==> src/rtl/dtree_pkg.sv <==
// Shared types and constants for the decision-tree vote collector.
// Imported by the collector top and its argmax scan engine.
package dtree_pkg;

  localparam int CLASS_W = 4;
  localparam logic [CLASS_W-1:0] NO_CLASS = 4'hF;
  localparam int DEF_NUM_CLASSES = 10;

  typedef enum logic [1:0] {
    COLLECT = 2'd0,
    SCAN    = 2'd1,
    HOLD    = 2'd2
  } state_e;

  typedef struct packed {
    logic [CLASS_W-1:0] cls;
    logic [7:0]         votes;
  } result_t;

endpackage

==> src/rtl/dtree_argmax_scan.sv <==
// Sequential argmax: walks one class count per cycle after start.
// Ties keep the lower index since only a strictly greater count wins.
module dtree_argmax_scan
  import dtree_pkg::*;
#(
  parameter int NUM_CLASSES = DEF_NUM_CLASSES
) (
  input  logic               clk,
  input  logic               rst_n,
  input  logic               start,
  input  logic [7:0]         cnt_i,
  output logic [CLASS_W-1:0] idx_o,
  output logic [CLASS_W-1:0] best_idx_o,
  output logic [7:0]         best_cnt_o,
  output logic               done_o
);

  localparam logic [CLASS_W-1:0] LAST = CLASS_W'(NUM_CLASSES - 1);

  logic               active_q, active_d;
  logic [CLASS_W-1:0] idx_q, idx_d;
  logic [CLASS_W-1:0] bidx_q, bidx_d;
  logic [7:0]         bcnt_q, bcnt_d;
  logic               take;

  assign idx_o  = idx_q;
  assign take   = active_q && (cnt_i > bcnt_q);
  assign done_o = active_q && (idx_q == LAST);

  // Best outputs already fold in the count under examination.
  assign best_idx_o = take ? idx_q : bidx_q;
  assign best_cnt_o = take ? cnt_i : bcnt_q;

  always_comb begin
    active_d = active_q;
    idx_d    = idx_q;
    bidx_d   = bidx_q;
    bcnt_d   = bcnt_q;
    if (start) begin
      active_d = 1'b1;
      idx_d    = '0;
      bidx_d   = '0;
      bcnt_d   = '0;
    end else if (active_q) begin
      idx_d  = idx_q + 1'b1;
      bidx_d = best_idx_o;
      bcnt_d = best_cnt_o;
      if (done_o) active_d = 1'b0;
    end
  end

  always_ff @(posedge clk) begin
    if (!rst_n) begin
      active_q <= 1'b0;
      idx_q    <= '0;
      bidx_q   <= '0;
      bcnt_q   <= '0;
    end else begin
      active_q <= active_d;
      idx_q    <= idx_d;
      bidx_q   <= bidx_d;
      bcnt_q   <= bcnt_d;
    end
  end

endmodule

==> src/rtl/dtree_vote_collector.sv <==
// Collects WINDOW tree predictions into a class histogram, then
// reports the majority class via a sequential argmax scan.
module dtree_vote_collector
  import dtree_pkg::*;
#(
  parameter int WINDOW      = 8,
  parameter int NUM_CLASSES = DEF_NUM_CLASSES
) (
  input  logic               clk,
  input  logic               rst_n,
  input  logic               in_valid,
  input  logic [CLASS_W-1:0] in_class,
  output logic               in_ready,
  output logic               out_valid,
  input  logic               out_ready,
  output logic [CLASS_W-1:0] out_class,
  output logic [7:0]         out_votes,
  output logic               out_illegal
);

  state_e     state_q, state_d;
  logic [7:0] hist_q [NUM_CLASSES];
  logic [7:0] hist_d [NUM_CLASSES];
  logic [7:0] win_q, win_d;
  logic       ill_q, ill_d;
  result_t    res_q, res_d;
  logic       ovalid_q, ovalid_d;
  logic       oill_q, oill_d;

  logic               xfer, legal, start, scan_done;
  logic [CLASS_W-1:0] scan_idx, best_idx;
  logic [7:0]         scan_cnt, best_cnt;

  assign in_ready    = (state_q == COLLECT);
  assign xfer        = in_valid && in_ready;
  assign legal       = int'(in_class) < NUM_CLASSES;
  assign start       = xfer && (win_q == 8'(WINDOW - 1));
  assign out_valid   = ovalid_q;
  assign out_class   = res_q.cls;
  assign out_votes   = res_q.votes;
  assign out_illegal = oill_q;

  always_comb begin
    scan_cnt = '0;
    for (int i = 0; i < NUM_CLASSES; i++)
      if (scan_idx == CLASS_W'(i)) scan_cnt = hist_q[i];
  end

  dtree_argmax_scan #(
    .NUM_CLASSES(NUM_CLASSES)
  ) u_scan (
    .clk       (clk),
    .rst_n     (rst_n),
    .start     (start),
    .cnt_i     (scan_cnt),
    .idx_o     (scan_idx),
    .best_idx_o(best_idx),
    .best_cnt_o(best_cnt),
    .done_o    (scan_done)
  );

  always_comb begin
    state_d  = state_q;
    hist_d   = hist_q;
    win_d    = win_q;
    ill_d    = ill_q;
    res_d    = res_q;
    ovalid_d = ovalid_q;
    oill_d   = oill_q;
    unique case (state_q)
      COLLECT: begin
        if (xfer) begin
          win_d = win_q + 8'd1;
          if (legal) begin
            for (int i = 0; i < NUM_CLASSES; i++)
              if (in_class == CLASS_W'(i))
                hist_d[i] = hist_q[i] + 8'd1;
          end else begin
            ill_d = 1'b1;
          end
          if (start) state_d = SCAN;
        end
      end
      SCAN: begin
        if (scan_done) begin
          state_d     = HOLD;
          ovalid_d    = 1'b1;
          oill_d      = ill_q;
          res_d.cls   = (best_cnt == 8'd0) ? NO_CLASS : best_idx;
          res_d.votes = best_cnt;
        end
      end
      HOLD: begin
        if (out_ready) begin
          state_d  = COLLECT;
          ovalid_d = 1'b0;
          oill_d   = 1'b0;
          res_d    = '0;
          win_d    = '0;
          ill_d    = 1'b0;
          for (int i = 0; i < NUM_CLASSES; i++)
            hist_d[i] = '0;
        end
      end
      default: state_d = COLLECT;
    endcase
  end

  always_ff @(posedge clk) begin
    if (!rst_n) begin
      state_q  <= COLLECT;
      win_q    <= '0;
      ill_q    <= 1'b0;
      res_q    <= '0;
      ovalid_q <= 1'b0;
      oill_q   <= 1'b0;
      for (int i = 0; i < NUM_CLASSES; i++)
        hist_q[i] <= '0;
    end else begin
      state_q  <= state_d;
      win_q    <= win_d;
      ill_q    <= ill_d;
      res_q    <= res_d;
      ovalid_q <= ovalid_d;
      oill_q   <= oill_d;
      for (int i = 0; i < NUM_CLASSES; i++)
        hist_q[i] <= hist_d[i];
    end
  end

endmodule

==> config.mk <==
export PLATFORM = sky130hd
export DESIGN_NAME = dtree_vote_collector
export DESIGN_NICKNAME = d
export VERILOG_FILES = /design/src/rtl/dtree_pkg.sv /design/src/rtl/dtree_argmax_scan.sv /design/src/rtl/dtree_vote_collector.sv
export SDC_FILE = /design/constraint.sdc
export NUM_CORES = 1
export LEC_CHECK = 0
export BUFFER_PORTS_ARGS = -buffer_cell sky130_fd_sc_hd__buf_2
export CAP_MARGIN = 20
export CORE_MARGIN = 2
export CORE_UTILIZATION = 47
export CTS_CLUSTER_DIAMETER = 80
export CTS_CLUSTER_SIZE = 30
export DETAILED_ROUTE_END_ITERATION = 8
export PLACE_DENSITY_LB_ADDON = 0.3
export SYNTH_ARGS = -nofsm -noshare
export SYNTH_HDL_FRONTEND = slang
export SYNTH_SLANG_ARGS = --single-unit
==> constraint.sdc <==
create_clock -name clk -period 5.3 [get_ports clk]
set_input_delay 1.06 -clock clk [delete_from_list [all_inputs] [get_ports clk]]
set_output_delay 1.06 -clock clk [all_outputs]
set_load 0.1 [all_outputs]
==> impl_metrics.json <==
{
  "overflow": 0,
  "syn-num-nets": 798,
  "vias_per_cell": 5.587,
  "reg2reg_slack_ns": 0.59,
  "fin_cells": 966,
  "ys_seq_area_share_pct": 38.96,
  "die-area_um2": 14280,
  "start_kind": "register",
  "async_flop_share_pct": 0,
  "ioPinCount": 23,
  "worstMarginPinSlew_ns": 0.8922,
  "setup_viol": 0,
  "synth.avg_cell_area_um2": 8.173,
  "htree_levels": 4,
  "clock_path_buffers": 2,
  "synthCells": 767,
  "antenna_found_initial": 0,
  "wl_per_cell_um": 15.78,
  "layout_setup_ws_ns": 0.5924,
  "finalCriticalPeriod_ns": 4.708,
  "cap_violations": 0,
  "clk_pin_slew_ns": 0.06,
  "vdd_drop_max_mv": 0.1868,
  "fin_crit_sh_pct": 88.82,
  "clock-sinks": 122,
  "worstPathMaxFanout": 22,
  "antenna_cells": 0,
  "synth_most_common_cell": "nor2_1",
  "power_density_nw_per_um2": 299.2,
  "min_path_type": "reg -> reg",
  "yosysTopAreaCell": "dfxtp_1",
  "num_rows": 42,
  "grt_first_pass_wirelength_um": 25160,
  "fin_total_pwr_mw": 2.113,
  "synth_area_leaders": "dfxtp_1 (39%), nor2_1 (7.7%), xor2_1 (6.1%)",
  "ys.flop_type": "dfxtp_1",
  "root_buffer": "clkbuf_16",
  "hold_violations": 0,
  "nFillCells": 1230,
  "cts.hold.buffers_added": 0,
  "grt_use_total_pct": 22.33,
  "grt_pass1_vias": 5065,
  "dr.pass1.iters": 5,
  "placed_area_um2": 6466,
  "syn_to_final_growth_pct": 12.65,
  "cp.required_ns": 5.65,
  "globalplace.congestion": 0.9297,
  "fmax_ghz": 0.2124,
  "tns_ns": 0,
  "seq_area_um2": 2442,
  "p_leak_nw": 2.577,
  "cts_tree": "built",
  "portBuffers": 22,
  "post_cts_resize_count": 0,
  "worstSetupPathType": "reg -> reg",
  "nets": 808,
  "finalClockSkew_ns": 0.01185,
  "fin_hold_ws_ns": 0.4483,
  "postCtsSetupBuffers": 0,
  "ys_top_cells_by_count": "nor2_1 (128), dfxtp_1 (122), nand2_1 (72), a21oi_1 (46), xor2_1 (44)",
  "critPathCaptureType": "register",
  "finalInstanceArea_um2": 7062,
  "synth-edff-count": 0,
  "rsz0062_at_grt": "false",
  "drt_iter0_drc": 374,
  "synth_top_area_share_pct": 38.96,
  "clk_latency_ns": 0.42,
  "synthesis.area_um2": 6269,
  "ant_nets": 0,
  "yosys.cell_types.count": 57,
  "die_y_um": 119.5,
  "yosys_warnings": 0,
  "slew_viol_final": 0,
  "pre_cts_ws_ns": 0.6482,
  "slew_headroom_pct": 40.52,
  "die_w_um": 119.5,
  "dp_hpwl_um": 11130,
  "cts_made_buffers": 17,
  "vias": 5397,
  "utilization_pct": 53.75,
  "cp.arrival_ns": 5.06,
  "synth-seq-cells": 122,
  "start_util_pct": 47.71,
  "drive_gt1_share_pct": 8.987,
  "outcome": "finished, final reports clean",
  "grt_max_degree": 67,
  "multi_input_area_um2": 3585,
  "remaining_drc_errors": 0,
  "dp.cells": 933,
  "wl_um": 15240,
  "coreArea_um2": 13140
}
critical path: stages, from the launching register on:
cell and delay (ns):
dfxtp_1 0.37, inv_1 0.10, ha_1 0.66, and3b_1 0.43
a221oi_1 0.18, a21boi_0 0.15, a211oi_1 0.47, ha_1 0.24
nand4_1 0.14, or3b_1 0.38, o22ai_2 0.43, buf_4 0.29
a31oi_1 0.06, a21o_1 0.16, a2111o_1 0.44, o21ai_1 0.15
cell usage in the layout (no fill, tap or decap), drive strengths merged, types with 3 or more instances in the layout:
cell / netlist / routed
a211oi: 6 / 6
a21o: 6 / 6
a21oi: 54 / 54
a221oi: 6 / 6
a22o: 3 / 3
a311oi: 4 / 4
a31oi: 5 / 5
and2: 3 / 3
and3: 11 / 11
and3b: 3 / 3
and4: 3 / 3
buf: 19 / 27
clkbuf: 17 / 17
clkinv: 1 / 6
clkinvlp: 0 / 3
dfxtp: 122 / 122
ha: 23 / 23
inv: 20 / 25
mux2i: 22 / 22
nand2: 72 / 72
nand2b: 20 / 20
nand3: 25 / 25
nand3b: 9 / 9
nand4: 31 / 31
nor2: 128 / 128
nor2b: 15 / 15
nor3: 4 / 4
nor3b: 3 / 3
o21ai: 38 / 38
o22ai: 5 / 5
or3: 3 / 3
xnor2: 22 / 22
xor2: 44 / 44
area by class of cell:
class                   count  share of cell area [%]
clock buffers              17                   6.024
flip-flops and latches    122                   34.59
multi-input cells         588                   50.76
inverters                  21                   1.116
clock inverters            15                   2.303
repair buffers             27                   2.091
well taps                 176                   3.118
report_power, final:
part           leakage [nW]  total [mW]  internal [mW]  switching, mW
Sequential            0.983       0.925          0.921        0.00449
Combinational          1.31      0.0422         0.0113         0.0309
Clock                 0.281        1.15          0.698          0.447
Total                  2.58        2.11           1.63          0.483
flip-flops by register name (all words and copies together) (netlist names):
name             cells
out_votes            8
u_scan.idx_o         4
u_scan.bidx_q        4
hist_q              80
u_scan.bcnt_q        8
win_q                8
out_class            4
ill_q                1
out_illegal          1
out_valid            1
u_scan.active_q      1
state_q              2
metal layers:
metal | GRT usage [%] | part of all wire (%)
met3 | 6.513 | 5.9
met5 | 0 | 0
met4 | 8.309 | 1.8
met2 | 34.54 | 46
met1 | 29.54 | 46
kinds of logic after synthesis:
group	Yosys count	synth area share, %
AND/OR/NAND/NOR	333	25.25
buffers and inverters	57	3.892
AO/OA/AOI/OAI	144	14.57
XOR/XNOR	66	9.221
flip-flops	122	38.96
adder cells (fa/ha/maj)	23	4.591
multiplexers	22	3.513
final timing paths:
kind	from	endpoint	cells after the start
worst min-delay path	out_votes[1]$_SDFFE_PN0P_	out_votes[1]$_SDFFE_PN0P_	2
worst max register to register	u_scan.idx_o[0]$_SDFFE_PP0P_	out_class[2]$_SDFFE_PN0P_	15
worst max-delay path	u_scan.idx_o[0]$_SDFFE_PP0P_	out_class[2]$_SDFFE_PN0P_	15
worst min register to register	out_votes[1]$_SDFFE_PN0P_	out_votes[1]$_SDFFE_PN0P_	2
(Power assumes the default switching activity.)
